$ cat src/rtl/data_mem_arbiter.sv
// Round-robin two-port arbiter sequencing single-cycle accesses to the data memory.
// Define MEM_ALIGN_CHECK_EN to flag misaligned/out-of-range requests on the err output.
module data_mem_arbiter #(
  parameter int ADDR_W    = 64,
  parameter int DATA_W    = 64,
  parameter int MEM_BYTES = 64
) (
  input  logic              clk,
  input  logic              reset,
  input  logic              req0_valid,
  input  logic              req0_write,
  input  logic [ADDR_W-1:0] req0_addr,
  input  logic [DATA_W-1:0] req0_wdata,
  output logic              req0_ready,
  output logic              req0_rvalid,
  output logic [DATA_W-1:0] req0_rdata,
  input  logic              req1_valid,
  input  logic              req1_write,
  input  logic [ADDR_W-1:0] req1_addr,
  input  logic [DATA_W-1:0] req1_wdata,
  output logic              req1_ready,
  output logic              req1_rvalid,
  output logic [DATA_W-1:0] req1_rdata,
  output logic [ADDR_W-1:0] Mem_Addr,
  output logic [DATA_W-1:0] Write_Data,
  output logic              MemWrite,
  output logic              MemRead,
`ifdef MEM_ALIGN_CHECK_EN
  output logic              err,
`endif
  input  logic [DATA_W-1:0] Read_Data
);

  typedef enum logic [1:0] {IDLE, ACCESS, RESP} state_t;

  state_t            state_reg, state_next;
  logic              last_grant_reg;
  logic              port_reg;
  logic              write_reg;
  logic [ADDR_W-1:0] addr_reg;
  logic [DATA_W-1:0] wdata_reg;
  logic [DATA_W-1:0] rdata_reg [2];
  logic [1:0]        rvalid_vec;

  logic              accept;
  logic              grant_sel;
  logic              sel_write;
  logic [ADDR_W-1:0] sel_addr;
  logic [DATA_W-1:0] sel_wdata;
  logic              access_ok;

  always_comb begin
    state_next = state_reg;
    accept     = 1'b0;
    grant_sel  = 1'b0;
    case (state_reg)
      IDLE: begin
        if (req0_valid || req1_valid) begin
          accept     = 1'b1;
          // On contention the port that did not win last time goes first.
          if (req0_valid && req1_valid) grant_sel = ~last_grant_reg;
          else                          grant_sel = req1_valid;
          state_next = ACCESS;
        end
      end
      ACCESS:  state_next = RESP;
      RESP:    state_next = IDLE;
      default: state_next = IDLE;
    endcase
  end

  assign req0_ready = accept && !grant_sel;
  assign req1_ready = accept &&  grant_sel;

  assign sel_write = grant_sel ? req1_write : req0_write;
  assign sel_addr  = grant_sel ? req1_addr  : req0_addr;
  assign sel_wdata = grant_sel ? req1_wdata : req0_wdata;

`ifdef MEM_ALIGN_CHECK_EN
  logic sel_illegal;
  logic illegal_reg;

  assign sel_illegal = (sel_addr[2:0] != 3'd0) || (sel_addr > ADDR_W'(MEM_BYTES - 8));

  always_ff @(posedge clk) begin
    if (reset)       illegal_reg <= 1'b0;
    else if (accept) illegal_reg <= sel_illegal;
  end

  assign access_ok = (state_reg == ACCESS) && !illegal_reg;
  assign err       = (state_reg == RESP) && illegal_reg;
`else
  assign access_ok = (state_reg == ACCESS);
`endif

  always_ff @(posedge clk) begin
    if (reset) begin
      state_reg      <= IDLE;
      last_grant_reg <= 1'b1;
      port_reg       <= 1'b0;
      write_reg      <= 1'b0;
      addr_reg       <= '0;
      wdata_reg      <= '0;
    end else begin
      state_reg <= state_next;
      if (accept) begin
        last_grant_reg <= grant_sel;
        port_reg       <= grant_sel;
        write_reg      <= sel_write;
        addr_reg       <= sel_addr;
        wdata_reg      <= sel_wdata;
      end
    end
  end

  // The latch drives the memory bus directly, so the address persists after ACCESS.
  assign Mem_Addr   = addr_reg;
  assign Write_Data = wdata_reg;
  assign MemWrite   = access_ok &&  write_reg;
  assign MemRead    = access_ok && !write_reg;

  generate
    for (genvar gi = 0; gi < 2; gi++) begin : g_port
      always_ff @(posedge clk) begin
        if (reset) begin
          rdata_reg[gi] <= '0;
        end else if (state_reg == ACCESS && port_reg == 1'(gi)) begin
          // A rejected access clears the port's result instead of sampling memory.
          if (!access_ok)      rdata_reg[gi] <= '0;
          else if (!write_reg) rdata_reg[gi] <= Read_Data;
        end
      end
      assign rvalid_vec[gi] = (state_reg == RESP) && (port_reg == 1'(gi));
    end
  endgenerate

  assign req0_rvalid = rvalid_vec[0];
  assign req1_rvalid = rvalid_vec[1];
  assign req0_rdata  = rdata_reg[0];
  assign req1_rdata  = rdata_reg[1];

endmodule

$ cat config.mk
export PLATFORM = sky130hd
export DESIGN_NAME = data_mem_arbiter
export DESIGN_NICKNAME = d
export VERILOG_FILES = /design/src/rtl/data_mem_arbiter.sv
export SDC_FILE = /design/constraint.sdc
export NUM_CORES = 1
export LEC_CHECK = 0
export ABC_CLOCK_PERIOD_IN_PS = 3300
export BUFFER_PORTS_ARGS = -buffer_cell sky130_fd_sc_hd__buf_4
export CORE_AREA = 2 2 225 227
export CTS_CLUSTER_DIAMETER = 80
export DETAILED_ROUTE_END_ITERATION = 10
export DIE_AREA = 0 0 227 229
export PLACE_DENSITY = 0.59
export SYNTH_ARGS = -nofsm -noshare
export SYNTH_HDL_FRONTEND = slang
export SYNTH_SLANG_ARGS = --single-unit
$ cat constraint.sdc
create_clock -name clk -period 3.3 [get_ports clk]
set_input_delay 0.33 -clock clk [delete_from_list [all_inputs] [get_ports clk]]
set_output_delay 0.33 -clock clk [all_outputs]
set_load 0.03 [all_outputs]
==> metrics.md, run 1 <==
| Metric | Value |
|---|---|
| Outcome | complete, no violations |
| Fin. Hold Viols | 0 |
| Ys Warns | 0 |
| Fillers | 5,033 |
| Worst Clk Skew | 0.01972 ns |
| Drt pass-1 iters | 5 |
| Power per cell area | 538.0 nW/um^2 |
| Num rows | 82 |
| Post-synthesis xor/xnor area fraction | 0 |
| Layout cells sized above 1 | 0.4837 |
| Clock buffer depth | 3 |
| Simple-gate share of the synthesized area | 0.1424 |
| Setup TNS | 0 ns |
| Clk_lat worst skew | 0.58 ns |
| Routed WL per cell | 21.56 um |
| Boundary pin count | 588 |
| Slew Limit Headroom | 0.3885 |
| Post-CTS Setup Bufs | 0 |
| Netlist cell types | 29 |
| Worst setup SP type | register |
| Hold Crit Class | input port to register |
| CTS Hold Buffers Added | 0 |
| Final Non-Filler Cells | 2,269 |
| Max VDD drop | 363.2 uV |
| Global-route wire length before repair | 70,720 um |
| Compound-Gate Fraction of Synth Area | 0.2603 |
| Sequential share of the synthesized area | 0.5385 |
| Max-cap viol count | 0 |
| Clock Root Buffer | clkbuf_16 |
| Grt ovf | 0 |
| Core area | 49,660 um^2 |
| Number of global-route vias before repair | 11,070 |
| Post-Synthesis Cells | 1,071 |
| Via Count | 11,220 |
| Largest net degree at the start of global routing | 154 |
| Pleak | 7.113 nW |
| Mean Syn Cell Area | 11.28 um^2 |
| Port Buffers | 587 |
| Initial antenna violation count | 8 |
| Syn Nets | 1,397 |
| Setup Viol. Count Final | 0 |
| Period utilization | 0.8084 |
| H-tree levels | 1 |
| Most frequent cells in the layout | buf_4, dfxtp_1, nand4_1, a21oi_1 |
| CTS tree | yes |
| Footprint of the multi-input gates | 4898 um^2 |
| Final layout net count | 1,895 |
| WP data required | 2.97 ns |
| Post-CTS Resized | 0 |
| RSZ-0062 raised after global routing | false |
| Netlist Area Pre-Place | 12,080 um^2 |
| Hold Path Stages | 2 |
| Die ar. | 51,980 um^2 |
| CP arrival | 2.34 ns |
| Measured slew at the worst slew-check pin | 0.9173 ns |
| Register bit total from synthesis | 261 |
| Ranking of synthesized cells by area | edfxtp_1, dfxtp_1, a311oi_2 |
| Post-synthesis adder-cell area fraction | 0 |
| Total GRT Usage | 0.1773 |
| Hpwl dp | 34,170 um |
| Die extent in y | 229 um |
| Vias per inst | 4.944 |
| Fmax | 374.9 MHz |
| Initial drt markers | 672 |
| Area delta synth->final | 48.17% |
| Commonest non-fill, non-tap cell in the layout | buf_4 |
| Min Tclk post-route | 2.668 ns |
| RD Place Congestion | 0.8000 |
| Leading area contributor after synthesis | edfxtp_1 |
| Register area | 6506 um^2 |
| Final Slew Violations | 0 |
| Max reg flops | 128 |
| Setup CP Type | register to output port |
| Routed WL | 48,910 um |
| Total chip power | 9.630 mW |
| R2R cell count | 4 |
| Crit end category | output port |
| Largest family of logic cells by synthesized area | compound AO/OA/AOI/OAI gates |
| Crit Path Max Fanout | 73 |
| Clock sink count | 261 |
| Synth top area share | 0.3181 |
| Die width | 227 um |
| Clk slew on worst S/H paths | 0.06 ns |
| Num CTS Buffers | 29 |
| Dpl cells | 2,210 |
| Initial Utilization | 0.2433 |
| Routed Antenna Nets | 0 |
| # DRC | 0 |
| Mux cell area share after synthesis | 0 |
[final timing paths]
kind	start	end	slack, ns
hold / removal	Read_Data[10]	rdata_reg[1][10]$_SDFFCE_PN0P_	0.05
setup / recovery	state_reg[0]$_SDFFE_PP0P_	req0_ready	0.63
hold reg to reg	Mem_Addr[33]$_SDFFE_PP0P_	Mem_Addr[33]$_SDFFE_PP0P_	0.52
setup reg to reg	state_reg[0]$_SDFFE_PP0P_	rdata_reg[1][40]$_SDFFCE_PN0P_	1.14
[metal layers]
metal	track usage	routed length, um	vias to the layer above
li1	-	-	5184
met5	0	27	-
met1	0.2153	19410	5440
met2	0.2987	23660	528
met3	0.05645	4583	61
met4	0.05208	1237	4
[where the power goes]
| group | internal [mW] | switching (mW) |
|---|---|---|
| registers | 3.69 | 0.149 |
| clock network | 1.88 | 1.37 |
| logic | 0.960 | 1.59 |
[logic make-up after synthesis]
family | count (synthesis)
simple gates | 275
flops | 261
buf+inv | 144
compound gates | 391
[final cells by class]
| class | count | area share |
|---|---|---|
| diodes | 5 | 0.0006990 |
| flip-flops and latches | 261 | 0.3635 |
| clock inverters | 11 | 0.007059 |
| multi-input cells | 666 | 0.2736 |
| repair buffers | 609 | 0.2619 |
| well taps | 672 | 0.04697 |
| clock buffers | 43 | 0.04571 |
| inverters | 2 | 0.0005592 |
[stage by stage]
step                        util  instance area, um^2  setup slack, ns  hold slack [ns]
after detailed placement  0.3412                16940            1.064           0.5146
after global routing      0.3604                17900           0.4667          0.02225
after CTS                 0.3602                17890           0.5695          0.01146
after floorplan                -                12080           0.4481           0.4604
after global placement    0.3412                16940            1.088           0.5102
final                     0.3605                17900           0.6324          0.04765
[critical path: stages (launching register included)]
cell	delay, ns
dfxtp_1	0.45
a211o_4	0.72
nor2_1	0.24
nor2_1	0.17
buf_4	0.17
[synthesized netlist by cell type (all sizes together)]
cell type,instances
a211o,2
a21boi,1
a21oi,129
a311oi,129
and2,129
and3b,1
buf,75
clkbuf,67
dfxtp,133
edfxtp,128
inv,2
nand2,2
nand2b,1
nand4,129
nor2,7
nor3b,1
nor4,1
nor4b,1
o21ai,129
o21ba,1
or2,3
Power figures use the tool's default switching activity.
==> inputs of run 2 (changes only) <==
--- a/config.mk
+++ b/config.mk
@@ -5,12 +5,12 @@
 export SDC_FILE = /design/constraint.sdc
 export NUM_CORES = 1
 export LEC_CHECK = 0
-export ABC_CLOCK_PERIOD_IN_PS = 3300
+export ABC_CLOCK_PERIOD_IN_PS = 2300
 export BUFFER_PORTS_ARGS = -buffer_cell sky130_fd_sc_hd__buf_4
-export CORE_AREA = 2 2 225 227
+export CORE_AREA = 2 2 231 233
 export CTS_CLUSTER_DIAMETER = 80
 export DETAILED_ROUTE_END_ITERATION = 10
-export DIE_AREA = 0 0 227 229
+export DIE_AREA = 0 0 233 235
 export PLACE_DENSITY = 0.59
 export SYNTH_ARGS = -nofsm -noshare
 export SYNTH_HDL_FRONTEND = slang
==> constraint.sdc (replaced) <==
create_clock -name clk -period 2.3 [get_ports clk]
set_input_delay 0.23 -clock clk [delete_from_list [all_inputs] [get_ports clk]]
set_output_delay 0.23 -clock clk [all_outputs]
set_load 0.03 [all_outputs]
==> run 2 against run 1 <==
  * Critical path depth grew 1
  * Clock-buffer cell count decreased by 5
  * Clock power up 45%
  * Sequential share of layout area decreased by 5.7 points
  * Routed wire length increased by 9.2%
  * Utilization grew 4.6 points
  * Critical endpoint is now Write_Data[40]$_SDFFE_PP0P_
  * Largest power group unchanged
  * Highest routed layer is now met4
==> metrics.md, run 2 (synthesis results as in run 1) <==
| Metric | Value |
|---|---|
| Fmax | 452.1 MHz |
| Grt ovf | 0 |
| Initial drt markers | 680 |
| Die extent in y | 235 um |
| Boundary pin count | 588 |
| CTS tree | yes |
| Min Tclk post-route | 2.212 ns |
| Slew Limit Headroom | 0.2922 |
| Cell internal pwr | 9.868 mW |
| Max VDD drop | 492.7 uV |
| Die ar. | 54,760 um^2 |
| H-tree levels | 1 |
| Crit end category | register |
| Initial antenna violation count | 1 |
| RD Place Congestion | 0.8282 |
| RSZ-0062 raised after global routing | false |
| Routed Antenna Nets | 0 |
| Area delta synth->final | 75.69% |
| Hpwl dp | 34,590 um |
| Measured slew at the worst slew-check pin | 1.062 ns |
| Flop pwr share | 0.380 |
| Final Non-Filler Cells | 2,605 |
| Number of global-route vias before repair | 13,110 |
| Die width | 233 um |
| Fillers | 4,898 |
| Final Slew Violations | 0 |
| Core area | 52,240 um^2 |
| Final layout net count | 2,219 |
| Dpl cells | 2,238 |
| Vias per inst | 4.888 |
| Clock buffer depth | 3 |
| Clock Root Buffer | clkbuf_16 |
| Max-cap viol count | 0 |
| Num CTS Buffers | 30 |
| Max reg flops | 128 |
| Total GRT Usage | 0.1813 |
| Worst setup SP type | register |
| WP data required | 2.75 ns |
| Setup Viol. Count Final | 0 |
| Num rows | 84 |
| Switching part of the total | 0.3220 |
| Clock sink count | 261 |
| Setup TNS | 0 ns |
| Outcome | complete, no violations |
| Clk_lat worst skew | 0.56 ns |
| Clock power share | 0.322 |
| Via Count | 12,730 |
| Clk slew on worst S/H paths | 0.06 ns |
| Commonest non-fill, non-tap cell in the layout | buf_4 |
| Largest net degree at the start of global routing | 118 |
| Setup CP Type | register to register |
| Routed WL per cell | 20.50 um |
| Layout cells sized above 1 | 0.4149 |
| Fin. Hold Viols | 0 |
| # DRC | 0 |
| Most frequent cells in the layout | buf_4, dlygate4sd3_1, dfxtp_1 |
| Initial Utilization | 0.2313 |
| Hold Crit Class | input port to register |
| Period utilization | 0.9618 |
| Port Buffers | 587 |
| Drt pass-1 iters | 5 |
| Combinational cell fraction of total power | 0.297 |
| Global-route wire length before repair | 77,590 um |
| Crit Path Max Fanout | 66 |
| Worst Clk Skew | 0.009920 ns |
| Power per cell area | 685.7 nW/um^2 |
| CP arrival | 2.66 ns |
| Pleak | 8.614 nW |
| Reg2Reg Setup Slack | 0.09 ns |
| Routed WL | 53,410 um |
| Net Switching | 4.688 mW |
==> run 2: cell count changes in the layout (fill, tap and decap cells not counted), moves of 2 or more <==
cell | previous run | this run
diode_2 | 5 | 1
clkbuf_1 | 10 | 6
clkinv_2 | 1 | 9
clkinv_4 | 2 | 0
clkbuf_16 | 29 | 32
buf_12 | 9 | 13
clkbuf_8 | 4 | 1
dlygate4sd3_1 | 0 | 304
buf_4 | 599 | 609
buf_16 | 0 | 2
==> run 2: metrics by stage <==
stage	utilization	instance area (um^2)	setup slack, ns	power (mW)	hold slack [ns]
after floorplan	-	12080	0.08486	7.765	0.4105
after global placement	0.3279	17130	0.4231	9.325	0.5088
after detailed placement	0.3279	17130	0.4016	9.362	0.5127
after CTS	0.4043	21120	0.02390	14.58	0.0004929
after global routing	0.4063	21220	0.01273	15.13	0.01121
final	0.4064	21230	0.08796	14.56	0.03184
==> run 2: final cells by class <==
class / count / area, um^2 / share of cell area
antenna: 1 / 2.502 / 0.0001179
inverter: 2 / 10.01 / 0.0004716
tap: 688 / 860.8 / 0.04055
clock inverter: 17 / 136.4 / 0.006425
timing repair buffer: 931 / 7978 / 0.3758
multi-input combinational: 667 / 4920 / 0.2318
clock buffer: 38 / 812.0 / 0.03826
sequential: 261 / 6507 / 0.3066
==> run 2: power by group through the flow <==
stage,Sequential [mW],Combinational (mW),Clock (mW)
floorplan,6.37,1.40,0
global route,5.57,4.58,4.98
global placement,5.61,3.71,0
CTS,5.53,4.25,4.80
detailed placement,5.62,3.74,0
finish,5.53,4.33,4.69
==> run 2: metal layers <==
| layer | GRT usage | wire, um | up-vias | share of wire |
|---|---|---|---|---|
| met5 | 0 | 0 | - | 0 |
| met4 | 0.08782 | 2574 | 0 | 0.048 |
| met3 | 0.04345 | 4395 | 118 | 0.082 |
| met2 | 0.3098 | 25850 | 646 | 0.48 |
| met1 | 0.2114 | 20590 | 6145 | 0.39 |
| li1 | - | - | 5823 | - |
==> run 2: critical path: stages (launching register included) <==
cell and delay, ns:
dfxtp_1 0.39, a211o_4 0.44, buf_16 0.21, o21ai_1 0.23, a311oi_2 0.12, dlygate4sd3_1 0.62
==> run 2: timing repair <==
item	in CTS	in global routing
endpoints found under the hold margin	257	0
gates resized for setup	0	6
endpoints found under the setup margin	0	39
setup buffers	0	5
hold buffers	304	0
==> run 2: final timing paths <==
check | startpoint | to | cells after the start
max | state_reg[0]$_SDFFE_PP0P_ | Write_Data[40]$_SDFFE_PP0P_ | 5
min reg2reg | Mem_Addr[29]$_SDFFE_PP0P_ | Mem_Addr[29]$_SDFFE_PP0P_ | 2
max reg2reg | state_reg[0]$_SDFFE_PP0P_ | Write_Data[40]$_SDFFE_PP0P_ | 5
min | req0_addr[17] | Mem_Addr[17]$_SDFFE_PP0P_ | 3
==> inputs of run 3 (changes only) <==
==> config.mk (replaced) <==
export PLATFORM = sky130hd
export DESIGN_NAME = data_mem_arbiter
export DESIGN_NICKNAME = d
export VERILOG_FILES = /design/src/rtl/data_mem_arbiter.sv
export SDC_FILE = /design/constraint.sdc
export NUM_CORES = 1
export LEC_CHECK = 0
export ABC_AREA = 1
export ABC_CLOCK_PERIOD_IN_PS = 2300
export BUFFER_PORTS_ARGS = -buffer_cell sky130_fd_sc_hd__buf_4
export CORE_AREA = 2 2 230 232
export CTS_CLUSTER_DIAMETER = 80
export DETAILED_ROUTE_END_ITERATION = 10
export DIE_AREA = 0 0 232 234
export PLACE_DENSITY = 0.58
export SYNTH_ARGS = -nofsm -noshare
export SYNTH_HDL_FRONTEND = slang
export SYNTH_SLANG_ARGS = --single-unit
==> run 3 against run 2 <==
  * Clock skew up 0.017 ns
  * Design area down 3.4%
  * Synthesized cell count grew 40%
  * Critical path type unchanged
  * Clock power grew 1%
  * Largest power group unchanged
  * Fmax increased by 4.3%
  * Critical endpoint is now Mem_Addr[13]$_SDFFE_PP0P_
  * Die area is 0.85% lower
  * Highest routed layer unchanged
  * Non-clock buffer count decreased by 73
==> metrics.md, run 3 <==
| Metric | Value |
|---|---|
| Outcome | complete, no violations |
| Hold Path Stages | 3 |
| Register bit total from synthesis | 261 |
| Most frequent cell after synthesis | inv_1 |
| Worst setup SP type | register |
| Pleak | 10.25 nW |
| Number of global-route vias before repair | 12,610 |
| Setup Viol. Count Final | 0 |
| Post-CTS Setup Bufs | 0 |
| Fmax | 471.7 MHz |
| Endpoint, Worst Hold | rdata_reg[0][8]$_SDFFCE_PN0P_ |
| Setup TNS | 0 ns |
| Global-route wire length before repair | 69,880 um |
| Slew Limit Headroom | 0.4800 |
| RSZ-0062 raised after global routing | false |
| Worst Clk Skew | 0.02710 ns |
| Ys Warns | 0 |
| Total GRT Usage | 0.1616 |
| Ranking of synthesized cells by area | edfxtp_1, dfxtp_1, inv_1 |
| Routed Antenna Nets | 0 |
| Mean Syn Cell Area | 7.965 um^2 |
| Final layout net count | 2,597 |
| Most frequent cells in the layout | buf_4, inv_1, nand2_1 |
| Min Tclk post-route | 2.120 ns |
| Boundary pin count | 588 |
| RD Place Congestion | 0.8445 |
| Port Buffers | 587 |
| Crit Path Max Fanout | 39 |
| Die ar. | 54,290 um^2 |
| Hold_ws | 0.02457 ns |
| CP max stage cell | dlygate4sd3_1 |
| WP data required | 2.77 ns |
| Netlist cell types | 18 |
| Max VDD drop | 459.7 uV |
| Hold path start | Read_Data[8] |
| Area delta synth->final | 72.07% |
| Largest net degree at the start of global routing | 133 |
| Initial drt markers | 666 |
| Hpwl dp | 32,130 um |
| Worst reg2reg startpoint | state_reg[0]$_SDFFE_PP0P_ |
| Reg2Reg Setup Slack | 0.18 ns |
| Setup CP Type | register to register |
| Die extent in y | 234 um |
| FFs w/ async S/R, synth | 0 |
| Fin. Hold Viols | 0 |
| Via Count | 13,090 |
| Clock Root Buffer | clkbuf_16 |
| Synth top cells by count | inv_1, nand2_1, dfxtp_1, nand3_1, nor2_1 |
| R2R cell count | 8 |
| Synth top area share | 0.3226 |
| Reg2reg end | Mem_Addr[13]$_SDFFE_PP0P_ |
| Number of enable flip-flop cells after synthesis | 128 |
| Netlist Area Pre-Place | 11,920 um^2 |
| Routed WL per cell | 15.83 um |
| Max reg flops | 128 |
| Sequential share of the synthesized area | 0.5460 |
| Initial antenna violation count | 1 |
| Initial Utilization | 0.2290 |
| Crit-path max cell delay | 0.57 ns |
| Final Slew Violations | 0 |
| H-tree levels | 1 |
| CP Cell Sequence | nor2_4, o21ai_4, inv_6, buf_12, nand3_1, dlygate4sd3_1, nand2_1, inv_1 |
| Drt pass-1 iters | 5 |
| Num CTS Buffers | 29 |
| Hold Crit Class | input port to register |
| Clock buffer depth | 3 |
| Grt ovf | 0 |
| Clk_lat worst skew | 0.58 ns |
| Syn Nets | 1,822 |
| Measured slew at the worst slew-check pin | 0.7800 ns |
| CTS tree | yes |
| Commonest non-fill, non-tap cell in the layout | buf_4 |
| Leading area contributor after synthesis | edfxtp_1 |
| Period utilization | 0.9218 |
| # DRC | 0 |
| Max-cap viol count | 0 |
| Die width | 232 um |
| Clock sink count | 261 |
| Core area | 52,020 um^2 |
| Power per cell area | 695.7 nW/um^2 |
| Clk slew on worst S/H paths | 0.06 ns |
| CP arrival | 2.59 ns |
| Post-synth top flop | dfxtp_1 |
| Layout cells sized above 1 | 0.2916 |
| Num rows | 84 |
| Routed WL | 47,250 um |
| Crit end category | register |
| Post-Synthesis Cells | 1,496 |
| Vias per inst | 4.386 |
-- run 3: cell types whose count changed after synthesis, sizes merged, moves of 2 or more --
cell    delta
inv      +326
clkbuf    -28
a311oi   -129
nor2     +126
or2        -3
nand2    +263
o21ai    -128
nor3       +2
and2     -129
a211o      -2
nand3    +133
-- run 3: final cells by class --
cell class,instances,area (um^2)
diodes,2,5.005
clock buffers,32,737.0
clock inverters,22,236.5
fillers,5085,31520
inverters,328,1236
multi-input cells,793,3699
flip-flops and latches,261,6506
well taps,688,860.8
repair buffers,858,7222
-- run 3: worst max path at each step --
| stage | to | slack (ns) | startpoint |
|---|---|---|---|
| finish | Mem_Addr[13]$_SDFFE_PP0P_ | 0.18 | state_reg[0]$_SDFFE_PP0P_ |
| detailed placement | rdata_reg[1][10]$_SDFFCE_PN0P_ | 0.55 | state_reg[0]$_SDFFE_PP0P_ |
| floorplan | rdata_reg[0][0]$_SDFFCE_PN0P_ | 0.14 | state_reg[0]$_SDFFE_PP0P_ |
| global placement | rdata_reg[1][44]$_SDFFCE_PN0P_ | 0.59 | state_reg[0]$_SDFFE_PP0P_ |
| CTS | req0_ready | 0.11 | state_reg[0]$_SDFFE_PP0P_ |
| global route | req0_ready | 0.02 | state_reg[0]$_SDFFE_PP0P_ |
-- run 3: routing by layer --
| metal | wire, um | up-vias | global-route usage | part of all wire |
|---|---|---|---|---|
| li1 | - | 6304 | - | - |
| met1 | 18540 | 6074 | 0.1893 | 0.39 |
| met2 | 23360 | 607 | 0.2889 | 0.49 |
| met3 | 3573 | 102 | 0.03344 | 0.076 |
| met4 | 1786 | 0 | 0.06250 | 0.038 |
| met5 | 0 | - | 0 | 0 |
-- run 3: critical path, delay by kind of cell (launching register included) --
kind	cells	cell delay, ns
and+or+nand+nor	3	0.44
buffers and inverters	4	1.07
AOI/OAI and AO/OA	1	0.15
DFF	1	0.35
-- run 3: kinds of logic (layout without fill, tap and decap cells) --
group                  after synthesis  in the layout  synth area share
AND/OR/NAND/NOR                    662            662            0.2511
other                                0              2                 0
AO/OA/AOI/OAI                      131            131           0.05597
flip-flops                         261            261            0.5460
buffers and inverters              442           1240            0.1469
-- run 3: power by group --
part / internal (mW) / leakage, nW / switching, mW / total, mW
Sequential: 5.30 / 2.43 / 0.202 / 5.50
Combinational: 1.69 / 7.36 / 2.32 / 4.02
Clock: 2.77 / 0.450 / 1.98 / 4.75
Total: 9.76 / 10.2 / 4.50 / 14.3
-- run 3: metrics by stage --
stage / instance area (um^2) / util / std cells / setup WS, ns / total power, mW
4_1_cts: 20490 / 0.3939 / 2982 / 0.1129 / 14.41
6_report: 20500 / 0.3941 / 2984 / 0.1800 / 14.26
3_3_place_gp: 17050 / 0.3277 / 2681 / 0.5875 / 9.127
2_1_floorplan: 11930 / - / 1496 / 0.1444 / 7.581
5_1_grt: 20500 / 0.3940 / 2983 / 0.01560 / 14.89
3_5_place_dp: 17050 / 0.3277 / 2681 / 0.5497 / 9.161
-- run 3: repair_timing --
action                                  4_1_cts  5_1_grt
hold buffers                                247        0
hold endpoints to repair                    231        0
endpoints found under the setup margin        0       12
resized for setup                             0        1
